==> config.mk <==
export PLATFORM = sky130hd
export DESIGN_NAME = flash_arbiter
export DESIGN_NICKNAME = d
export VERILOG_FILES = /design/src/rtl/flash_arbiter.sv
export SDC_FILE = /design/constraint.sdc
export NUM_CORES = 1
export LEC_CHECK = 0
export ABC_AREA = 0
export BUFFER_PORTS_ARGS = -buffer_cell sky130_fd_sc_hd__clkbuf_2
export CELL_PAD_IN_SITES_DETAIL_PLACEMENT = 1
export CELL_PAD_IN_SITES_GLOBAL_PLACEMENT = 1
export CORE_MARGIN = 2
export CORE_UTILIZATION = 42
export CTS_CLUSTER_SIZE = 24
export DETAILED_ROUTE_END_ITERATION = 16
export PLACE_DENSITY = 0.9
export SYNTH_ARGS = -nofsm -noshare
export SYNTH_HDL_FRONTEND = slang
export SYNTH_SLANG_ARGS = --single-unit
==> constraint.sdc <==
create_clock -name clk -period 3.5 [get_ports clk]
set_clock_uncertainty 0.2 [all_clocks]
set_input_delay 0.7 -clock clk [delete_from_list [all_inputs] [get_ports clk]]
set_output_delay 0.7 -clock clk [all_outputs]
set_load 0.02 [all_outputs]
==> src/rtl/flash_arbiter.sv <==
// flash_arbiter: round-robin sharing of the toggle-driven flash read engine between
// the boot copier (port 0) and the CPU load path (port 1).
module flash_arbiter #(
  parameter int WAIT_CYCLES = 229376
) (
  input  logic        clk,
  input  logic        rst,
  input  logic        req0,
  input  logic        req1,
  input  logic [21:0] addr0,
  input  logic [21:0] addr1,
  output logic        gnt0,
  output logic        gnt1,
  output logic        done0,
  output logic        done1,
  output logic [15:0] rdata,
  output logic        busy,
  output logic [21:0] flash_addr,
  output logic        read_ctrl,
  input  logic [15:0] flash_rdata
);
  localparam logic [1:0] S_IDLE  = 2'd0;
  localparam logic [1:0] S_ISSUE = 2'd1;
  localparam logic [1:0] S_WAIT  = 2'd2;
  localparam logic [1:0] S_DONE  = 2'd3;
  localparam logic [17:0] LOAD = 18'(WAIT_CYCLES - 1);
  logic [1:0] state;
  logic [17:0] cnt;
  logic last, cur, pick;
  // on a tie the port that was not served last wins
  assign pick = (req0 && req1) ? ~last : req1;
  assign busy = state != S_IDLE;
  always_ff @(posedge clk or negedge rst) begin
    if (!rst) begin
      state      <= S_IDLE;
      gnt0       <= 1'b0;
      gnt1       <= 1'b0;
      done0      <= 1'b0;
      done1      <= 1'b0;
      rdata      <= 16'h0000;
      flash_addr <= 22'd0;
      read_ctrl  <= 1'b0;
      cnt        <= 18'd0;
      last       <= 1'b1;
      cur        <= 1'b0;
    end else begin
      case (state)
        S_IDLE: if (req0 || req1) begin
          flash_addr <= pick ? addr1 : addr0;
          cur        <= pick;
          gnt0       <= ~pick;
          gnt1       <= pick;
          state      <= S_ISSUE;
        end
        S_ISSUE: begin
          read_ctrl <= ~read_ctrl;
          cnt       <= LOAD;
          state     <= S_WAIT;
        end
        S_WAIT: if (cnt == 18'd0) begin
          rdata <= flash_rdata;
          done0 <= ~cur;
          done1 <= cur;
          state <= S_DONE;
        end else begin
          cnt <= cnt - 18'd1;
        end
        default: begin
          done0 <= 1'b0;
          done1 <= 1'b0;
          gnt0  <= 1'b0;
          gnt1  <= 1'b0;
          last  <= cur;
          state <= S_IDLE;
        end
      endcase
    end
  end
endmodule

==> run_results.csv, run 1 <==
group,metric,value,unit
sta,fin_crit_sh,72.1,%
critical_path,crit_required,3.53,ns
hold_path,holdPathStages,1,
yosys,syn_nets,372,
clock_tree,clock_path_buffers,2,
yosys,async_flop_share,100,%
global_routing,grt_pass1_wl,16400,um
critical_path,cp_slowest_cell,"ha_1",
sta,finalSetupViolCount,0,
critical_path,crit_fanout,19,
clock_tree,htree_levels,3,
floorplanning,core-area,7690,um^2
clock_tree,clock_sinks,65,
pwr,power.leakage,2.07,nW
floorplanning,dieHeight,92.8,um
yosys,synthDistinctLibCells,58,
critical_path,cp_cell_sequence,"inv_1, ha_1, nand4_4, nor2_8, mux2_2",
yosys,synth_area_leaders,"dfrtp_1, mux2i_1, o21ai_0, mux2_1, nand2_1",
placement,gp_congestion,0.824,
global_routing,antenna_found_initial,0,
detailed_routing,vias,2930,
sta,slew_viol_final,0,
yosys,ys_seq_area_share,49.1,%
pwr,vdd_drop_max,0.421,mV
floorplanning,die_area,8610,um^2
critical_path,critPathArrivalTime,2.55,ns
detailed_routing,drt_wl_total,10300,um
finish,final_cells,518,
clock_tree,cts_tree,"done",
detailed_routing,drtIter0Drc,112,
floorplanning,die_w,92.8,um
sta,hold_viol_final,0,
detailed_routing,final_antenna_net_count,0,
detailed_routing,via_per_inst,5.66,
sta,fin_setup_tns,0,ns
hold_path,worst_hold_path_type,"flip-flop to flip-flop",
finish,nFillCells,875,
yosys,synth_top_family_by_area,"simple AND/OR/NAND/NOR gates",
pwr,power_density,722,nW/um^2
clock_tree,clk_pin_slew_worst_paths,0.08,ns
floorplanning,ios,108,
placement,hpwlAfterDp,6650,um
sta,fin_crit,2.52,ns
global_routing,grt_max_degree,57,
critical_path,start_kind,"flip-flop",
yosys,ys_warn_count,0,
critical_path,crit_path_end_kind,"flip-flop",
detailed_routing,drcViolationCount,0,
finish,antenna_cells,0,
yosys,synth-edff-count,0,
sta,max_freq,397,MHz
sta,slew_headroom,32.7,%
clock_tree,cts_buffers,9,
floorplanning,num_rows,32,
critical_path,worstRegToRegCells,5,
yosys,synthMuxAreaShare,14.7,%
yosys,syn_avg_cell_area,10.9,um^2
yosys,synth_compound_area_share,13.6,%
yosys,synthCells,303,
clock_tree,ctsResizeCount,0,
placement,placed_cells,501,
global_routing,grt_use_total,24.9,%
global_routing,overflow,0,
yosys,synth_top_area_cell,"dfrtp_1",
yosys,synth_simple_gate_area_share,17.1,%
sta,fin_ws,0.978,ns
critical_path,critical_path_class,"flip-flop to flip-flop",
clock_tree,clock_latency,0.35,ns
yosys,yosysTopAreaCellShare,48.4,%
placement,pre_cts_ws,1.02,ns
global_routing,grt_pass1_vias,3181,
finish,fin_nets,480,
sta,rsz0062_at_grt,"false",
critical_path,slowest_delay,0.55,ns
detailed_routing,drt_pass1_iterations,4,
finish,layout-drive-gt1-share,36.1,%
floorplanning,initial_core_util,43.1,%
run,cap_viol_max_count,0,
placement,portBuffers,107,
yosys,ys_ff_latch,65,
detailed_routing,wire_per_inst,19.9,um
sta,worst_pin_slew,1.01,ns
yosys,synth_area,3310,um^2
yosys,synth_flop_cell,"dfrtp_1",
run_status,status,"finished, final reports clean",
finish,areaGrowthSynthToFinish,25.5,%
yosys,synth_xor_xnor_area_share,0.264,%
yosys,synth_fa_ha_area_share,1.89,%
clock_tree,clock-root-buffer,"clkbuf_8",
-- worst paths after layout --
kind,from,slack [ns],to
setup / recovery,state[0],0.98,rdata[15]
hold / removal,read_ctrl,0.27,read_ctrl
setup reg to reg,state[0],0.98,rdata[15]
hold reg to reg,read_ctrl,0.27,read_ctrl
max in group asynchronous,rst,1.55,cnt[17]
min in group asynchronous,rst,0.58,rdata[10]
-- stage by stage --
stage	area (um^2)	total power (W)	util, %	hold slack, ns
final	4160	0.00300	54.1	0.268
after global routing	4160	0.00316	54.1	0.296
after CTS	4160	0.00301	54.1	0.273
after detailed placement	3940	0.00229	51.3	0.260
after global placement	3940	0.00220	51.3	0.257
after floorplan	3310	0.00187	-	0.204
-- kinds of logic after synthesis --
logic type,count (synthesis)
flops,65
xor+xnor,1
simple gates,92
compound gates,68
mux,46
buf+inv,26
fa+ha+maj,5
-- worst max-delay path, delay by kind of cell (launching register included) --
kind                     cells  cell delay [ns]
buffers and inverters        1             0.10
flip-flops                   1             0.42
multiplexers                 1             0.40
adder cells (fa/ha/maj)      1             0.55
AND/OR/NAND/NOR              2             0.73
-- state kept, by name, indices dropped and copies added (netlist names) --
name / count
flash_addr: 22
gnt1: 1
state: 2
done1: 1
cur: 1
gnt0: 1
last: 1
cnt: 18
read_ctrl: 1
rdata: 16
done0: 1
-- layout make-up --
| type | count | area, um^2 | area share [%] |
|---|---|---|---|
| timing repair buffer | 112 | 576 | 13.8 |
| multi-input combinational | 212 | 1580 | 38.0 |
| clock buffer | 10 | 138 | 3.31 |
| sequential | 65 | 1630 | 39.2 |
| inverter | 11 | 41.3 | 0.993 |
| tap | 102 | 128 | 3.07 |
| clock inverter | 6 | 66.3 | 1.59 |
-- per-layer routing --
layer	share of wire, %	global-route usage (%)	vias up	wire length [um]
li1	-	-	1328	-
met3	7.0	6.27	44	718
met4	4.2	13.5	0	433
met5	0	0	-	0
met1	38	27.7	1432	3890
met2	51	43.6	126	5260
-- timing repair --
item,4_1_cts,5_1_grt
endpoints found under the hold margin,9,0
hold buffers,1,0
buffers inserted,0,0
-- cells in the final DEF (no fill, tap or decap), types with 3 or more instances in the layout --
cell / synthesis / layout
o21ai_0: 30 / 30
mux2_2: 5 / 5
nor3_1: 6 / 6
dfrtp_1: 64 / 64
nand2_1: 27 / 27
a31oi_1: 4 / 4
buf_4: 0 / 4
inv_1: 11 / 11
ha_1: 5 / 5
nor4_4: 3 / 3
clkbuf_8: 0 / 10
a21oi_1: 4 / 4
o31ai_1: 3 / 3
nor2b_1: 4 / 4
nand4_1: 5 / 5
clkbuf_2: 0 / 106
mux2i_1: 28 / 28
nand3_1: 6 / 6
mux2_1: 12 / 12
nor2_1: 16 / 16
clkinvlp_4: 0 / 3
o211ai_1: 7 / 7
-- cell usage after synthesis (3+ instances only) --
cell      number
a21oi_1        4
a31oi_1        4
buf_2          4
clkbuf_1       9
dfrtp_1       64
ha_1           5
inv_1         11
mux2_1        12
mux2_2         5
mux2i_1       28
nand2_1       27
nand3_1        6
nand4_1        5
nor2_1        16
nor2b_1        4
nor3_1         6
nor4_4         3
o211ai_1       7
o21ai_0       30
o31ai_1        3
-- report_power, final --
| part | internal, W | switching (W) | total, W |
|---|---|---|---|
| clock network | 0.000349 | 0.000326 | 0.000676 |
| logic | 0.000411 | 0.000753 | 0.00116 |
| registers | 0.000961 | 0.000200 | 0.00116 |
| total | 0.00172 | 0.00128 | 0.00300 |
(Power assumes the default switching activity.)
==> inputs of run 2 (changes only) <==
Settings changed: CORE_UTILIZATION 42 to 35, PLACE_DENSITY 0.9 to 0.8.
Clock period 3.5 ns to 2.1 ns, I/O delays scaled along.
==> run_results.csv, run 2 (synthesized netlist as in run 1, its figures left out) <==
group,metric,value,unit
pwr,power.share.switching,39.1,%
clock_tree,clock_sinks,65,
critical_path,critPathArrivalTime,2.26,ns
clock_tree,clock-root-buffer,"clkbuf_8",
floorplanning,dieHeight,101,um
hold_path,holdPathStages,2,
detailed_routing,drcViolationCount,0,
finish,top_register,"flash_addr",
finish,layout-drive-gt1-share,43.5,%
placement,gp_congestion,0.822,
detailed_routing,drtIter0Drc,165,
pwr,power_density,1190,nW/um^2
pwr,p_comb_share,42.2,%
pwr,power.leakage,2.26,nW
sta,finalSetupViolCount,4,
finish,final_util,49.4,%
pwr,internal-power,0.00329,W
run,cap_viol_max_count,0,
clock_tree,clock_path_buffers,2,
pwr,pwr-share-seq,34.7,%
global_routing,grt_max_degree,66,
sta,slew_headroom,70.3,%
sta,slew_viol_final,0,
sta,hold_viol_final,0,
finish,antenna_cells,0,
floorplanning,initial_core_util,36.0,%
finish,layout_commonest_cell,"clkbuf_2",
detailed_routing,final_antenna_net_count,0,
global_routing,antenna_found_initial,0,
clock_tree,clock_latency,0.34,ns
finish,areaGrowthSynthToFinish,37.2,%
global_routing,overflow,0,
floorplanning,die_area,10300,um^2
finish,final_cells,557,
placement,portBuffers,107,
critical_path,worstRegToRegCells,6,
clock_tree,cts_buffers,9,
hold_path,worst_hold_path_type,"input port to flip-flop",
critical_path,crit_required,2.16,ns
floorplanning,ios,108,
global_routing,grt_pass1_vias,2957,
finish,fin_nets,510,
placement,hpwlAfterDp,6490,um
sta,fin_crit,2.19,ns
detailed_routing,drt_wl_total,9080,um
placement,placed_cells,531,
clock_tree,cts_tree,"done",
pwr,vdd_drop_max,0.598,mV
critical_path,critical_path_class,"flip-flop to flip-flop",
run_status,failed_checks,"setup timing",
pwr,clockPowerShare,23.1,%
sta,fin_crit_sh,104,%
critical_path,crit_fanout,4,
sta,max_freq,456,MHz
floorplanning,die_w,101,um
clock_tree,clk_pin_slew_worst_paths,0.07,ns
pwr,finalPower,0.00541,W
detailed_routing,via_per_inst,5.25,
sta,fin_ws,-0.0932,ns
global_routing,grt_pass1_wl,14300,um
critical_path,crit_path_end_kind,"flip-flop",
critical_path,start_kind,"flip-flop",
floorplanning,core-area,9200,um^2
finish,layout_common_cells,"clkbuf_2, dfrtp_1, buf_4, o21ai_0, mux2i_1",
detailed_routing,wire_per_inst,16.3,um
sta,fin_setup_tns,-0.184,ns
detailed_routing,drt_pass1_iterations,4,
global_routing,grt_use_total,17.8,%
finish,largestRegisters,"flash_addr: 22 flops, cnt: 18 flops, rdata: 16 flops",
detailed_routing,vias,2925,
clock_tree,htree_levels,3,
sta,worst_pin_slew,0.441,ns
pwr,p_sw,0.00211,W
floorplanning,num_rows,35,
finish,largest_register_ffs,22,
sta,rsz0062_at_grt,"true",
run_status,status,"finished with violations",
[run 2: cell count changes in the layout (fill, tap and decap cells not counted), sizes merged]
| cell | delta |
|---|---|
| buf | +31 |
| bufinv | +1 |
| clkinvlp | -2 |
[run 2: through the flow]
stage | hold WS, ns | area, um^2 | setup slack [ns]
global placement | 0.252 | 4160 | 0.000912
floorplan | -0.0756 | 3320 | 0.0258
detailed placement | 0.258 | 4160 | -0.0318
CTS | 0.0728 | 4450 | -0.0605
global route | 0.0710 | 4540 | -0.184
finish | 0.0880 | 4540 | -0.0932
[run 2: routing by layer]
layer | routed length (um) | global-route usage, % | share of wire, % | up-vias
met3 | 474 | 4.49 | 5.2 | 16
met5 | 0 | 0 | 0 | -
met1 | 3890 | 22.6 | 43 | 1437
met2 | 4540 | 29.6 | 50 | 82
met4 | 176 | 6.13 | 1.9 | 0
li1 | - | - | - | 1390
[run 2: path summary, 6_finish.rpt]
check	slack, ns	from	to
min	0.09	flash_rdata[7]	rdata[7]
min in group asynchronous	0.40	rst	cnt[7]
max	-0.09	cnt[0]	cnt[16]
max in group asynchronous	0.95	rst	last
min reg2reg	0.26	read_ctrl	read_ctrl
max reg2reg	-0.09	cnt[0]	cnt[16]
[run 2: cell type report]
| type | count | area (um^2) |
|---|---|---|
| clock inverter | 5 | 85.1 |
| clock buffer | 11 | 151 |
| inverter | 11 | 41.3 |
| multi-input combinational | 212 | 1640 |
| fill | 1050 | 4650 |
| tap | 111 | 139 |
| timing repair buffer | 142 | 857 |
| sequential | 65 | 1630 |
[run 2: timing repair]
item | 4_1_cts | 5_1_grt
pin swaps | 1 | 6
resized for setup | 1 | 17
setup endpoints to repair | 25 | 30
hold buffers | 1 | 0
endpoints found under the hold margin | 64 | 0
buffers inserted | 4 | 5
[run 2: power groups by stage]
stage | registers [W] | clock network (W) | logic (W)
6_report | 0.00187 | 0.00125 | 0.00228
3_5_place_dp | 0.00188 | 0 | 0.00214
2_1_floorplan | 0.00213 | 0 | 0.000989
4_1_cts | 0.00187 | 0.00128 | 0.00218
3_3_place_gp | 0.00187 | 0 | 0.00205
5_1_grt | 0.00192 | 0.00134 | 0.00251
[run 2: worst max-delay path, cell delays in order, from the launching register on]
cell	delay, ns
dfrtp_1	0.39
inv_2	0.09
ha_4	0.13
or4b_4	0.49
nor4_4	0.43
a311oi_2	0.18
a41oi_2	0.19
